## config.mk

```make
export PLATFORM = sky130hd
export DESIGN_NAME = x_prop_result_monitor
export DESIGN_NICKNAME = d
export VERILOG_FILES = /design/src/rtl/x_prop_result_monitor.sv
export SDC_FILE = /design/constraint.sdc
export NUM_CORES = 1
export LEC_CHECK = 0
export CAP_MARGIN = 20
export CORE_MARGIN = 4
export CORE_UTILIZATION = 54
export DETAILED_ROUTE_END_ITERATION = 8
export GPL_TIMING_DRIVEN = 0
export PLACE_DENSITY = 0.87
export SLEW_MARGIN = 20
export SYNTH_ARGS = -nofsm -noshare
export SYNTH_HDL_FRONTEND = slang
export SYNTH_SLANG_ARGS = --single-unit
export TNS_END_PERCENT = 10
```

## constraint.sdc

```tcl
create_clock -name clk -period 15.6 [get_ports clk]
set_input_delay 1.56 -clock clk [delete_from_list [all_inputs] [get_ports clk]]
set_output_delay 1.56 -clock clk [all_outputs]
set_load 0.05 [all_outputs]
```

## src/rtl/x_prop_result_monitor.sv

```systemverilog
// x_prop_result_monitor
//   Checker for a dual-rail (value + known-mask) result stream. Each accepted
//   sample is compared against an expected dual-rail word, and the monitor
//   keeps mismatch and unknown-bit statistics. After CYCLE_MAX samples the run
//   ends with done=1 and pass=(no mismatching sample).
//
// Ports
//   clk, rst_n                 clock, synchronous active-low reset
//   start                      begin a run (honoured in IDLE and DONE)
//   in_valid / in_ready        sample handshake, in_ready = state is RUN
//   in_value, in_known         result word; known=0 marks an X bit
//   exp_value, exp_known       expected word; exp_known=0 marks don't-care
//   sample_count               samples accepted this run
//   mismatch_count             samples with at least one failing bit (sat.)
//   x_sample_count             samples containing an X bit (sat.)
//   x_bit_total                total X bits seen this run (sat.)
//   first_mismatch_idx/_valid  0-based index of the first failing sample
//   done, pass                 run complete / run complete with no mismatch
module x_prop_result_monitor #(
  parameter int          WIDTH     = 16,
  parameter logic [31:0] CYCLE_MAX = 32'd10
) (
  input  logic             clk,
  input  logic             rst_n,
  input  logic             start,
  input  logic             in_valid,
  output logic             in_ready,
  input  logic [WIDTH-1:0] in_value,
  input  logic [WIDTH-1:0] in_known,
  input  logic [WIDTH-1:0] exp_value,
  input  logic [WIDTH-1:0] exp_known,
  output logic [31:0]      sample_count,
  output logic [15:0]      mismatch_count,
  output logic [15:0]      x_sample_count,
  output logic [31:0]      x_bit_total,
  output logic [31:0]      first_mismatch_idx,
  output logic             first_mismatch_valid,
  output logic             done,
  output logic             pass
);

  typedef enum logic [1:0] {IDLE = 2'd0, RUN = 2'd1, DONE = 2'd2} state_t;

  function automatic logic [31:0] popcount(input logic [WIDTH-1:0] v);
    logic [31:0] c;
    c = '0;
    for (int i = 0; i < WIDTH; i++) c = c + {31'd0, v[i]};
    return c;
  endfunction

  function automatic logic [31:0] sat_add32(input logic [31:0] a, input logic [31:0] b);
    logic [32:0] s;
    s = {1'b0, a} + {1'b0, b};
    return s[32] ? 32'hFFFF_FFFF : s[31:0];
  endfunction

  function automatic logic [15:0] sat_inc16(input logic [15:0] a);
    return (a == 16'hFFFF) ? a : a + 16'd1;
  endfunction

  state_t      state_q, state_d;
  logic [31:0] sample_count_q, sample_count_d;
  logic [15:0] mismatch_count_q, mismatch_count_d;
  logic [15:0] x_sample_count_q, x_sample_count_d;
  logic [31:0] x_bit_total_q, x_bit_total_d;
  logic [31:0] first_mismatch_idx_q, first_mismatch_idx_d;
  logic        first_mismatch_valid_q, first_mismatch_valid_d;
  logic        done_q, done_d;
  logic        pass_q, pass_d;

  logic [WIDTH-1:0] fail_bits;
  logic             accept;

  // An X where a defined bit is expected fails; don't-care bits never fail.
  assign fail_bits = exp_known & (~in_known | (in_value ^ exp_value));
  assign in_ready  = (state_q == RUN);
  assign accept    = in_valid & in_ready;

  always_comb begin
    state_d                = state_q;
    sample_count_d         = sample_count_q;
    mismatch_count_d       = mismatch_count_q;
    x_sample_count_d       = x_sample_count_q;
    x_bit_total_d          = x_bit_total_q;
    first_mismatch_idx_d   = first_mismatch_idx_q;
    first_mismatch_valid_d = first_mismatch_valid_q;
    done_d                 = done_q;
    pass_d                 = pass_q;

    case (state_q)
      IDLE, DONE: begin
        if (start) begin
          sample_count_d         = '0;
          mismatch_count_d       = '0;
          x_sample_count_d       = '0;
          x_bit_total_d          = '0;
          first_mismatch_idx_d   = '0;
          first_mismatch_valid_d = 1'b0;
          // A zero-length run completes immediately and trivially passes.
          if (CYCLE_MAX == 32'd0) begin
            state_d = DONE;
            done_d  = 1'b1;
            pass_d  = 1'b1;
          end else begin
            state_d = RUN;
            done_d  = 1'b0;
            pass_d  = 1'b0;
          end
        end
      end
      RUN: begin
        if (accept) begin
          // sample_count stays below CYCLE_MAX while in RUN, so no overflow.
          sample_count_d = sample_count_q + 32'd1;
          if (|fail_bits) begin
            mismatch_count_d = sat_inc16(mismatch_count_q);
            if (!first_mismatch_valid_q) begin
              first_mismatch_idx_d   = sample_count_q;
              first_mismatch_valid_d = 1'b1;
            end
          end
          if (~&in_known) x_sample_count_d = sat_inc16(x_sample_count_q);
          x_bit_total_d = sat_add32(x_bit_total_q, popcount(~in_known));
          if (sample_count_d == CYCLE_MAX) begin
            state_d = DONE;
            done_d  = 1'b1;
            pass_d  = (mismatch_count_d == 16'd0);
          end
        end
      end
      default: state_d = IDLE;
    endcase
  end

  always_ff @(posedge clk) begin
    if (!rst_n) begin
      state_q                <= IDLE;
      sample_count_q         <= '0;
      mismatch_count_q       <= '0;
      x_sample_count_q       <= '0;
      x_bit_total_q          <= '0;
      first_mismatch_idx_q   <= '0;
      first_mismatch_valid_q <= 1'b0;
      done_q                 <= 1'b0;
      pass_q                 <= 1'b0;
    end else begin
      state_q                <= state_d;
      sample_count_q         <= sample_count_d;
      mismatch_count_q       <= mismatch_count_d;
      x_sample_count_q       <= x_sample_count_d;
      x_bit_total_q          <= x_bit_total_d;
      first_mismatch_idx_q   <= first_mismatch_idx_d;
      first_mismatch_valid_q <= first_mismatch_valid_d;
      done_q                 <= done_d;
      pass_q                 <= pass_d;
    end
  end

  assign sample_count         = sample_count_q;
  assign mismatch_count       = mismatch_count_q;
  assign x_sample_count       = x_sample_count_q;
  assign x_bit_total          = x_bit_total_q;
  assign first_mismatch_idx   = first_mismatch_idx_q;
  assign first_mismatch_valid = first_mismatch_valid_q;
  assign done                 = done_q;
  assign pass                 = pass_q;

endmodule

```

==> results of run 1 <==
==> cell type report <==
cell class,instances,area (sq um),share of cell area (%)
buffer,74,343,3.19
timing repair buffer,198,1980,18.5
tap,180,225,2.10
inverter,45,169,1.57
clock buffer,19,443,4.13
clock inverter,13,158,1.47
sequential,133,2660,24.8
multi-input combinational,804,4750,44.3
==> sequential cells by signal (all words and copies together), names as in the netlist <==
name,flops
done,1
first_mismatch_idx,32
first_mismatch_valid,1
mismatch_count,16
pass,1
sample_count,32
state_q,2
x_bit_total,32
x_sample_count,16
==> per-layer routing <==
| metal | vias to the layer above | global-route usage, % | wire (um) |
|---|---|---|---|
| li1 | 4203 | - | - |
| met1 | 4253 | 44.6 | 11300 |
| met2 | 654 | 52.2 | 12900 |
| met3 | 100 | 9.85 | 3440 |
| met4 | 0 | 12.9 | 887 |
| met5 | - | 0 | 0 |
==> placed cells by master, fill, tap and decap left out, types with 8 or more instances in the layout <==
cell,n
clkdlybuf4s50_1,198
nor2_1,134
dfxtp_1,133
nand2_1,113
o21ai_0,94
a21oi_1,87
clkbuf_1,51
inv_1,45
nor3_1,40
a22oi_1,39
nand3_1,35
xnor2_1,27
xor2_1,22
nand4_1,21
clkbuf_16,17
a31oi_1,16
and3_1,14
nor4_1,13
fa_1,12
ha_1,12
and2_1,9
and4_1,8
or3_1,8
==> logic make-up after synthesis <==
| logic type | Yosys count | synth area share, % |
|---|---|---|
| AO/OA/AOI/OAI | 289 | 21.9 |
| XOR/XNOR | 49 | 5.42 |
| AND/OR/NAND/NOR | 438 | 27.1 |
| adder cells (fa/ha/maj) | 24 | 4.93 |
| flip-flops | 133 | 33.6 |
| multiplexers | 4 | 0.506 |
| buffers and inverters | 119 | 6.46 |
==> final timing paths <==
check	startpoint	slack [ns]	endpoint
worst max-delay path	in_known[10]	8.15	x_bit_total[29]$_SDFFE_PN0P_
worst min-delay path	done$_SDFFE_PN0P_	0.45	done$_SDFFE_PN0P_
worst max register to register	x_bit_total[0]$_SDFFE_PN0P_	9.54	x_bit_total[29]$_SDFFE_PN0P_
worst min register to register	done$_SDFFE_PN0P_	0.45	done$_SDFFE_PN0P_
==> power by group <==
part	switching (mW)	internal [mW]	total, mW	leakage [nW]
logic	0.104	0.0656	0.170	2.42
registers	0.00323	0.343	0.346	1.07
clock network	0.157	0.255	0.411	0.296
==> stage by stage <==
stage / power [mW] / worst slack, ns / instances / cell area [sq um]
2_1_floorplan: 0.459 / 9.42 / 1056 / 7920
3_3_place_gp: 0.513 / 8.08 / 1434 / 10100
3_5_place_dp: 0.519 / 7.98 / 1434 / 10100
4_1_cts: 0.923 / 8.28 / 1466 / 10700
5_1_grt: 0.962 / 7.93 / 1466 / 10700
6_report: 0.927 / 8.15 / 1466 / 10700
==> worst max-delay path, cell delays in order <==
cell and delay (ns):
clkdlybuf4s50_1 0.53, inv_1 0.09, fa_1 0.53, inv_1 0.05
fa_1 0.49, inv_1 0.06, fa_1 0.48, fa_1 0.52
inv_1 0.05, fa_1 0.38, inv_1 0.08, fa_1 0.20
a21o_1 0.13, a21oi_1 0.10, o21ai_1 0.37, nand2_1 0.30
nor3_2 0.50, and2_1 0.22, clkbuf_1 0.35, clkbuf_1 0.44
o21ai_0 0.20, a21oi_1 0.18
==> results.md, run 1 <==
- Cell Area, Synth: 7920 sq um
- Max frequency: 0.134 GHz
- #FFs+latches synth: 133
- Seq/Total Area, Yosys: 33.6%
- All-Layer GR Usage: 33.7%
- # diodes: 0
- Area delta synth->final: 35.5%
- Root Driver: clkbuf_16
- Clock latency at the later pin of the worst-skew pair: 0.43 ns
- CTS tree: yes
- Final Critical Period: 7.45 ns
- Largest net degree at the start of global routing: 17
- Initial core utilization: 56.2%
- Num CTS Buffers: 17
- Post-DRT Antenna Nets: 0
- Setup Viol. Count Final: 0
- Via count: 9210
- Count of clock tree sinks: 133
- CTS Hold Bufs: 0
- Die extent in y: 129 um
- Synth Area per Inst: 7.50 sq um
- Syn Nets: 1148
- H-tree Lvls: 4
- Vias in the first global route: 8554
- Hold depth: 2
- TNS Setup: 0 ns
- # IOs: 200
- VDD IR max: 73.4 uV
- Postcts setup bufs: 0
- Clock Path Buffers: 2
- Leakage power figure: 3.79 nW
- DR pass1 iterations: 7
- Fin Hold WS: 0.455 ns
- Synth area leaders: dfxtp_1, nor2_1, o21ai_0
- EDFF count, synth: 0
- Routed Wire Length: 28.5 mm
- DP HPWL: 20.5 mm
- Arrival @ worst endpoint: 7.81 ns
- Cell Pwr Density: 86.4 nW/um^2
- RD Place Congestion: 0.986
- Worst Tran Pin Value: 1.24 ns
- Worst setup EP type: flop
- Initial DRC count: 1368
- Final clock skew: 0.0118 ns
- Status: complete, no violations
- Routed length per placed instance: 19.4 um
- Min-Delay Path Class: reg2reg
- Crit start category: primary input
- Final cycle utilization of the critical path: 47.8%
- Wire length of the first global-routing pass: 44.6 mm
- Core Util, Final: 76.1%
- Crit path kind: in2reg
- Top cells by instance count after synthesis: nor2_1, dfxtp_1, nand2_1
- Row count: 43
- Synth top area share: 33.6%
- Floorplan core area: 14100 sq um
- Drt via density: 6.28
- Crit path required time: 15.95 ns
- Final #Nets: 1365
- Final Max Slew Viols: 0
- Post-synthesis cell type count: 68
- Ys flop type: dfxtp_1
- Most common cell in the netlist: nor2_1
- Fill cells: 1090
- Cells after Synth: 1056
- DRC Markers: 0
- Unrepaired setup endpoints after global routing: no
- Synth area leader: dfxtp_1
- R2R cell count: 20
- Yosys warns: 0
- Overflow after GRT: 0
- Critical Path Fanout Max: 10
- Post-CTS sizing: 0
- IO Port Bufs: 198
- Layout cells sized above 1: 5.21%
- Die area: 16700 sq um
- Clk slew on worst S/H paths: 0.06 ns
- Initial antenna violation count: 0
- Die Width: 129 um
- Ys async rst share: 0%
- Hold Violations, Final: 0
- Max_cap viols: 0
- Rel. slew slack: 16.8%
Note: power is estimated with default switching activity, not from simulation.
==> run 2: changes to the inputs <==
--- a/config.mk
+++ b/config.mk
@@ -7,10 +7,10 @@
 export LEC_CHECK = 0
 export CAP_MARGIN = 20
 export CORE_MARGIN = 4
-export CORE_UTILIZATION = 54
+export CORE_UTILIZATION = 45
 export DETAILED_ROUTE_END_ITERATION = 8
 export GPL_TIMING_DRIVEN = 0
-export PLACE_DENSITY = 0.87
+export PLACE_DENSITY = 0.77
 export SLEW_MARGIN = 20
 export SYNTH_ARGS = -nofsm -noshare
 export SYNTH_HDL_FRONTEND = slang
==> constraint.sdc (replaced) <==
create_clock -name clk -period 6.15 [get_ports clk]
set_input_delay 0.615 -clock clk [delete_from_list [all_inputs] [get_ports clk]]
set_output_delay 0.615 -clock clk [all_outputs]
set_load 0.05 [all_outputs]
==> results.md, run 2 (synthesis results as in run 1) <==
- Status: complete, no violations (unchanged)
- Initial DRC count: 933 (was 1368)
- Die extent in y: 141 um (was 129 um)
- WL met3: 2.78 mm (was 3.44 mm)
- Row count: 48 (was 43)
- Area delta synth->final: 36.7% (was 35.5%)
- Overflow after GRT: 0 (unchanged)
- Postcts setup bufs: 0 (unchanged)
- Max_cap viols: 0 (unchanged)
- RD Place Congestion: 0.982 (was 0.986)
- Critical Path Fanout Max: 10 (unchanged)
- Worst-path cell chain: clkdlybuf4s50_1 -> inv_1 -> fa_1 -> inv_1 -> fa_1 -> inv_1 -> fa_1 -> fa_1 -> inv_1 -> fa_1 -> inv_1 -> fa_1 -> a21o_1 -> a21oi_1 -> o21ai_2 -> nand2_2 -> nor3_4 -> and2_2 -> clkbuf_2 -> o21ai_0 -> a21oi_1 (was clkdlybuf4s50_1 -> inv_1 -> fa_1 -> inv_1 -> fa_1 -> inv_1 -> fa_1 -> fa_1 -> inv_1 -> fa_1 -> inv_1 -> fa_1 -> a21o_1 -> a21oi_1 -> o21ai_1 -> nand2_1 -> nor3_2 -> and2_1 -> clkbuf_1 -> clkbuf_1 -> o21ai_0 -> a21oi_1)
- Final #Nets: 1364 (was 1365)
- Commonest cells after routing, fill and taps aside: clkdlybuf4s50_1, nor2_1, dfxtp_1, nand2_1, o21ai_0 (unchanged)
- Initial antenna violation count: 0 (unchanged)
- Cell Pwr Density: 220 nW/um^2 (was 86.4 nW/um^2)
- Most common cell after layout, fill and taps aside: clkdlybuf4s50_1 (unchanged)
- Final Critical Period: 5.71 ns
- Top sig layer: met4 (unchanged)
- IO Port Bufs: 198 (unchanged)
- Clock latency at the later pin of the worst-skew pair: 0.43 ns (about the same)
- Min-Delay Path Class: reg2reg (unchanged)
- Unrepaired setup endpoints after global routing: no (unchanged)
- Seq pwr share: 36.9% (was 37.3%)
- Count of clock tree sinks: 133 (unchanged)
- # diodes: 0 (unchanged)
- CTS tree: yes (unchanged)
- Wire length on met2: 12.8 mm (was 12.9 mm)
- DR pass1 iterations: 5 (was 7)
- Fin Hold WS: 0.451 ns (was 0.455 ns)
- Wire length of the first global-routing pass: 44.8 mm (was 44.6 mm)
- Worst r2r src: x_bit_total[0]$_SDFFE_PN0P_ (unchanged)
- Crit path kind: in2reg (unchanged)
- Worst Tran Pin Value: 1.01 ns (was 1.24 ns)
- Placed cell area: 10200 sq um (was 10100 sq um)
- Max frequency: 0.175 GHz
- Crit start category: primary input (unchanged)
- Via count: 8965 (was 9210)
- Floorplan core area: 17300 sq um (was 14100 sq um)
- Arrival @ worst endpoint: 6.06 ns (was 7.81 ns)
- Rel. slew slack: 32.1% (was 16.8%)
- Die area: 19800 sq um (was 16700 sq um)
- Post-route cell area: 10800 sq um (was 10700 sq um)
- CP most frequent cell: fa_1 (unchanged)
- Sw Pwr: 685 uW (was 264 uW)
- Hold depth: 2 (unchanged)
- Combinational Power Share: 18.0% (was 18.3%)
- Routed Wire Length: 28.5 mm (about the same)
- Leakage power figure: 3.82 nW (was 3.79 nW)
- Reg2reg setup slack: 0.85 ns (was 9.54 ns)
- WL met1: 12.1 mm (was 11.3 mm)
- Post-DRT Antenna Nets: 0 (unchanged)
- CTS Hold Bufs: 0 (unchanged)
- Hold path endpoint: state_q[1]$_SDFFE_PN0P_ (was done$_SDFFE_PN0P_)
- Largest net degree at the start of global routing: 17 (unchanged)
- H-tree Lvls: 4 (unchanged)
- Hold Violations, Final: 0 (unchanged)
- # IOs: 200 (unchanged)
- Clock Path Buffers: 2 (unchanged)
- Die Width: 141 um (was 129 um)
- Routed length per placed instance: 18.8 um (was 19.4 um)
- Final clock skew: 0.0101 ns (was 0.0118 ns)
- Final cycle utilization of the critical path: 92.8%
- Drt via density: 5.94 (was 6.28)
- DP HPWL: 20.6 mm (was 20.5 mm)
- Worst setup EP type: flop (unchanged)
- Net Sw Frac: 28.8% (was 28.5%)
- Clock power share: 45.1% (was 44.4%)
- Root Driver: clkbuf_16 (unchanged)
- Crit path required time: 6.50 ns (was 15.95 ns)
- Slowest cell delay on critical path: 0.53 ns (about the same)
- All-Layer GR Usage: 28.1% (was 33.7%)
- Vias in the first global route: 8235 (was 8554)
- Total power: 2.38 mW (was 927 uW)
- Int Power: 1.69 mW (was 663 uW)
- Final Max Slew Viols: 0 (unchanged)
- Setup Viol. Count Final: 0 (unchanged)
- Hold_sp: state_q[1]$_SDFFE_PN0P_ (was done$_SDFFE_PN0P_)
- R2R cell count: 19 (was 20)
- CP max stage cell: clkdlybuf4s50_1 (unchanged)
- R2r endpoint: x_bit_total[29]$_SDFFE_PN0P_ (unchanged)
- Layout cells sized above 1: 5.68% (was 5.21%)
- Num CTS Buffers: 17 (unchanged)
- Initial core utilization: 45.8% (was 56.2%)
- DRC Markers: 0 (unchanged)
- Post-CTS sizing: 3 (was 0)
- Clk slew on worst S/H paths: 0.06 ns (about the same)
- VDD IR max: 209 uV (was 73.4 uV)
## run 2: cell count changes in the layout (fill, tap and decap cells not counted), moves of 2 or more
cell	before	now
inv_6	0	3
clkbuf_1	51	48
clkbuf_2	0	2
clkinv_2	5	1
## run 2: worst max path at each step
stage / from / endpoint / slack [ns]
floorplan: x_bit_total[0]$_SDFFE_PN0P_ / x_bit_total[29]$_SDFFE_PN0P_ / 0.83
global route: in_known[10] / x_bit_total[27]$_SDFFE_PN0P_ / 0.06
CTS: in_known[10] / x_bit_total[29]$_SDFFE_PN0P_ / 0.006
detailed placement: in_known[10] / x_bit_total[2]$_SDFFE_PN0P_ / -0.62
global placement: in_known[10] / x_bit_total[3]$_SDFFE_PN0P_ / -0.48
finish: in_known[10] / x_bit_total[29]$_SDFFE_PN0P_ / 0.44
## run 2: layout make-up
type,count,area [sq um]
fill,1521,6480
clock inverter,13,173
multi-input combinational,804,4770
buffer,73,342
clock buffer,19,443
tap,225,282
inverter,45,169
sequential,133,2660
timing repair buffer,198,1980
## run 2: critical path, delay by kind of cell
family / cells / cell delay (ns)
buf+inv: 7 / 1.13
compound gates: 5 / 0.82
fa+ha+maj: 6 / 2.64
simple gates: 3 / 0.84
## run 2: power groups by stage
stage / Combinational [mW] / Clock [mW] / Sequential (mW)
2_1_floorplan: 0.243 / 0 / 0.920
3_3_place_gp: 0.410 / 0 / 0.896
3_5_place_dp: 0.419 / 0 / 0.896
4_1_cts: 0.423 / 1.07 / 0.877
5_1_grt: 0.483 / 1.11 / 0.879
6_report: 0.429 / 1.07 / 0.877
## run 2: stage by stage
| stage | util (%) | worst slack [ns] | instances | setup TNS (ns) |
|---|---|---|---|---|
| after floorplan | - | 0.834 | 1056 | 0 |
| after global placement | 58.9 | -0.483 | 1479 | -9.34 |
| after detailed placement | 58.9 | -0.618 | 1479 | -12.62 |
| after CTS | 62.5 | 0.00559 | 1511 | 0 |
| after global routing | 62.6 | 0.0582 | 1510 | 0 |
| final | 62.6 | 0.441 | 1510 | 0 |
## run 2: metal layers
| layer | vias up | track usage (%) |
|---|---|---|
| met5 | - | 0 |
| met4 | 0 | 10.6 |
| met3 | 62 | 7.06 |
| met2 | 486 | 43.2 |
| met1 | 4216 | 38.4 |
| li1 | 4201 | - |
==> RTL change 1, RTL diff (flow settings as in run 1) <==
Re-encode `state_t` (3 states) as one-hot, 3 bits wide.
--- a/src/rtl/x_prop_result_monitor.sv
+++ b/src/rtl/x_prop_result_monitor.sv
@@ -41,3 +41,3 @@
 
-  typedef enum logic [1:0] {IDLE = 2'd0, RUN = 2'd1, DONE = 2'd2} state_t;
+  typedef enum logic [2:0] {IDLE = 3'b001, RUN = 3'b010, DONE = 3'b100} state_t;
 
Function: same outputs for any inputs over 4 cycles, from zero or initial values and one cycle with rst_n low; so few cycles prove little.
==> RTL change 1 against run 1 <==
  * Sequential cell count is 1 higher
  * Design area is 1.8% higher
  * Worst hold slack better by 0.017 ns
  * Maximum frequency is 1.5% higher
  * Setup slack better by 0.11 ns
  * Register-to-register slack better by 0.10 ns
  * Power is 6.4% lower
  * Wire length is 4.3% higher
  * Area after synthesis is 2.4% higher
  * Critical endpoint is now x_bit_total[7]
  * Largest power group unchanged
==> RTL change 1: results (changes against run 1) <==
Run status
  – Outcome: completed

Cells and area
  – Sequential cell count: 134 (+0.75%)
  – Post-layout net count: 1380 (+1.1%)
  – Final antenna diode count: 1 (+1)
  – Non-clock buffer area fraction after layout: 21.8% (+0.13 points)
  – Share of post-route cells with drive strength above 1: 5.23% (+0.017 points)
  – Buffers outside the clock class: 284 (+4.4%)
  – Clk cell area share: 5.33% (-0.27 points)
  – Clock buffer count: 18 (-1)
  – Sequential cell area share: 24.6% (-0.25 points)
  – Multi-input combinational cell count: 800 (-0.50%)
  – Total of fill cells in the finished design: 1136 (+4.2%)
  – Fraction of standard cell area in multi-input logic: 44.4% (+0.18 points)
  – Inverters, non-clock: 51 (+13%)

Power
  – Power of the clock network: 401 uW (-2%)
  – Switching part of the total: 27.5% (-0.98 points)
  – P_leak: 0.00379 uW (about the same)
  – Highest ir drop seen on vdd: 0.0830 mV (+13%)
  – Reg power frac: 39.8% (+2.5 points)

Timing
  – Worst clock skew: 0.00923 ns (-0.00260 ns)

Drt
  – Total routed wirelength: 29700 um (+4.3%)
  – Routed vias: 9312 (+1.1%)
  – WL met3: 3090 um (-10%)
  – Sum of routed wire segments on met1: 12600 um (+12%)

Synthesis
  – Xor/xnor cell area share of the yosys netlist: 4.86% (-0.56 points)
  – Net Count, Synth: 1161 (+1.1%)
  – Post-synth cell types: 80 (+18%)
  – Proportion of synthesized area in mux cells: 0.247% (-0.26 points)
  – Portion of the post-synthesis area used by sequential elements: 33.1% (-0.53 points)
  – Fraction of the mapped netlist area in compound gates: 23.3% (+1.4 points)
  – Per-instance average area after synthesis: 7.58 um2 (+1.1%)

Placed design
  – Cell Count Post-Placement: 1453 (+1.3%)

Global route
  – Overall fraction of global-route tracks in use: 34.6% (+0.96 points)
  – Met3 capacity usage during global routing: 9.59% (-0.26 points)
  – Fraction of met2 tracks used by global routing: 51.2% (-0.98 points)
  – Number of global-route vias before repair: 8484 (-0.82%)
  – Met1 Resource Use GR: 49.4% (+4.8 points)

Die
  – TAP cells: 184 (+2.2%)
[RTL change 1: cell types whose count changed after synthesis, sizes merged, moves of 10 or more]
cell    delta
nand4     +16
clkbuf    +23
xnor2     -14
xor2      +10
buf       -13
nor3      -17
nand2     -25
a21oi     -10
[RTL change 1: worst max-delay path: stages]
cell and delay (ns):
sky130_fd_sc_hd__clkdlybuf4s50_1 0.53, sky130_fd_sc_hd__inv_1 0.09, sky130_fd_sc_hd__fa_1 0.53, sky130_fd_sc_hd__inv_1 0.05
sky130_fd_sc_hd__fa_1 0.48, sky130_fd_sc_hd__inv_1 0.06, sky130_fd_sc_hd__fa_1 0.53, sky130_fd_sc_hd__fa_1 0.43
sky130_fd_sc_hd__inv_1 0.08, sky130_fd_sc_hd__fa_1 0.20, sky130_fd_sc_hd__inv_1 0.07, sky130_fd_sc_hd__fa_1 0.41
sky130_fd_sc_hd__a21o_1 0.19, sky130_fd_sc_hd__a21o_1 0.19, sky130_fd_sc_hd__a21oi_1 0.44, sky130_fd_sc_hd__or4b_1 0.21
sky130_fd_sc_hd__clkbuf_1 0.25, sky130_fd_sc_hd__or2_2 0.17, sky130_fd_sc_hd__clkbuf_1 0.34, sky130_fd_sc_hd__clkbuf_1 0.38
sky130_fd_sc_hd__o21ai_0 0.20, sky130_fd_sc_hd__a32o_1 0.27
[RTL change 1: worst paths after layout]
check	start	end	cells past startpoint	slack, ns
max	in_known[10]	x_bit_total[7]	22	8.26
min	x_bit_total[2]	x_bit_total[2]	2	0.47
max reg2reg	x_bit_total[0]	x_bit_total[7]	20	9.64
min reg2reg	x_bit_total[2]	x_bit_total[2]	2	0.47
[RTL change 1: per-stage QoR]
step                power [uW]  worst slack [ns]
finish                     868              8.26
floorplan                  422              9.19
detailed placement         470              8.06
global route               899              8.09
CTS                        865              8.36
global placement           466              7.99
==> RTL change 2, RTL diff (flow settings as in run 1) <==
Without the edit above. Change the parameter `WIDTH` from 16 to 14.
--- a/src/rtl/x_prop_result_monitor.sv
+++ b/src/rtl/x_prop_result_monitor.sv
@@ -19,3 +19,3 @@
 module x_prop_result_monitor #(
-  parameter int          WIDTH     = 16,
+  parameter int          WIDTH     = 14,
   parameter logic [31:0] CYCLE_MAX = 32'd10
Ports: changed (resized exp_known, exp_value, in_known and in_value); port bits go from 200 to 192. The function was not compared with the original's and may differ.
==> RTL change 2 against run 1 <==
  * Wire length is 2.5% lower
  * Sequential share of layout area is 0.21 points higher
  * Setup slack better by 0.95 ns
  * Power is 6.2% lower
  * Design area is 0.84% lower
  * Area after synthesis is 0.35% higher
  * Non-clock buffer count is 2 lower
  * Sequential cell count stayed put
  * Critical path type unchanged
==> RTL change 2: results (changes against run 1) <==
Cells and area
  – Final standard cell count with taps included and fillers excluded: 1444 (-1.5%)
  – Clock buffer count: 18 (-1)
  – Non-clock buffer area fraction after layout: 21.0% (-0.69 points)
  – Share of post-route cells with drive strength above 1: 5.71% (+0.50 points)
  – Clk cell area share: 5.30% (-0.29 points)
  – Inverters, non-clock: 37 (-18%)
  – Buffers outside the clock class: 270 (-0.74%)
  – Fraction of standard cell area in multi-input logic: 45.2% (+0.97 points)
  – Area overhead of the layout relative to synthesis: 33.9%
  – Post-layout net count: 1331 (-2.5%)

Drt
  – Sum of routed wire segments on met1: 10400 um (-7.7%)
  – Avg Vias per Cell: 6.27 (-0.19%)
  – First-pass DRT Iterations: 6 (-1)
  – WL met3: 3260 um (-5.2%)

Power
  – P_leak: 0.00363 uW (-4.3%)
  – Switching part of the total: 27.8% (-0.70 points)
  – Highest ir drop seen on vdd: 0.0907 mV (+24%)
  – Sequential-cell power consumption: 345 uW (about the same)

Placed design
  – Port Buffer Count: 190 (-4.0%)
  – Detail Placement HPWL: 20300 um (-0.58%)
  – Cell Count Post-Placement: 1413 (-1.5%)
  – Placer's final routability congestion estimate: 0.974 (-1.3%)
  – Total placed instance area: 10100 um2 (-0.48%)

Timing
  – Worst clock skew: 0.00616 ns (-0.00567 ns)
  – Transition time of the tightest slew-check pin: 1.09 ns (-0.149 ns)

Global route
  – Global-route wire length before repair: 43100 um (-3.3%)
  – Overall fraction of global-route tracks in use: 32.2% (-1.5 points)

Synthesis
  – Number of instances in the synthesized netlist: 1039 (-1.6%)
  – Portion of the post-synthesis area used by sequential elements: 33.5% (-0.12 points)
  – Commonest cells in the netlist: sky130_fd_sc_hd__dfxtp_1 (133), sky130_fd_sc_hd__nor2_1 (125), sky130_fd_sc_hd__nand2_1 (88), sky130_fd_sc_hd__o21ai_0 (81), sky130_fd_sc_hd__a21oi_1 (73)

Critical path
  – Data arrival at the endpoint of the critical path: 6.85 ns (-0.96 ns)
  – CP max stage delay: 0.55 ns (+0.02 ns)

Die
  – Row count: 44 (+2.3%)

Run status
  – Outcome: completed
-- RTL change 2: cell families after synthesis --
logic type,after synthesis,synth area share [%]
adder cells (fa/ha/maj),23,4.57
flip-flops,133,33.5
buffers and inverters,117,5.91
AND/OR/NAND/NOR,431,27.7
XOR/XNOR,42,4.63
AO/OA/AOI/OAI,287,23.0
multiplexers,6,0.756
-- RTL change 2: final timing paths --
path,start,to,slack [ns],cells after the start
max,in_known[2],x_bit_total[14],9.10,19
min,state_q[1],state_q[1],0.46,2
max reg2reg,x_bit_total[0],x_bit_total[14],10.42,19
min reg2reg,state_q[1],state_q[1],0.46,2
-- RTL change 2: metal layers --
layer  GRT usage, %  up-vias
met1           38.4     4140
met2           52.9      600
met5              0        -
li1               -     4185
met4           16.9        0
met3           9.15      130
-- RTL change 2: worst min-delay path, delay by kind of cell, from the launching register on --
family / cells / cell delay, ns
AND/OR/NAND/NOR: 1 / 0.05
AO/OA/AOI/OAI: 1 / 0.05
flip-flops: 1 / 0.31
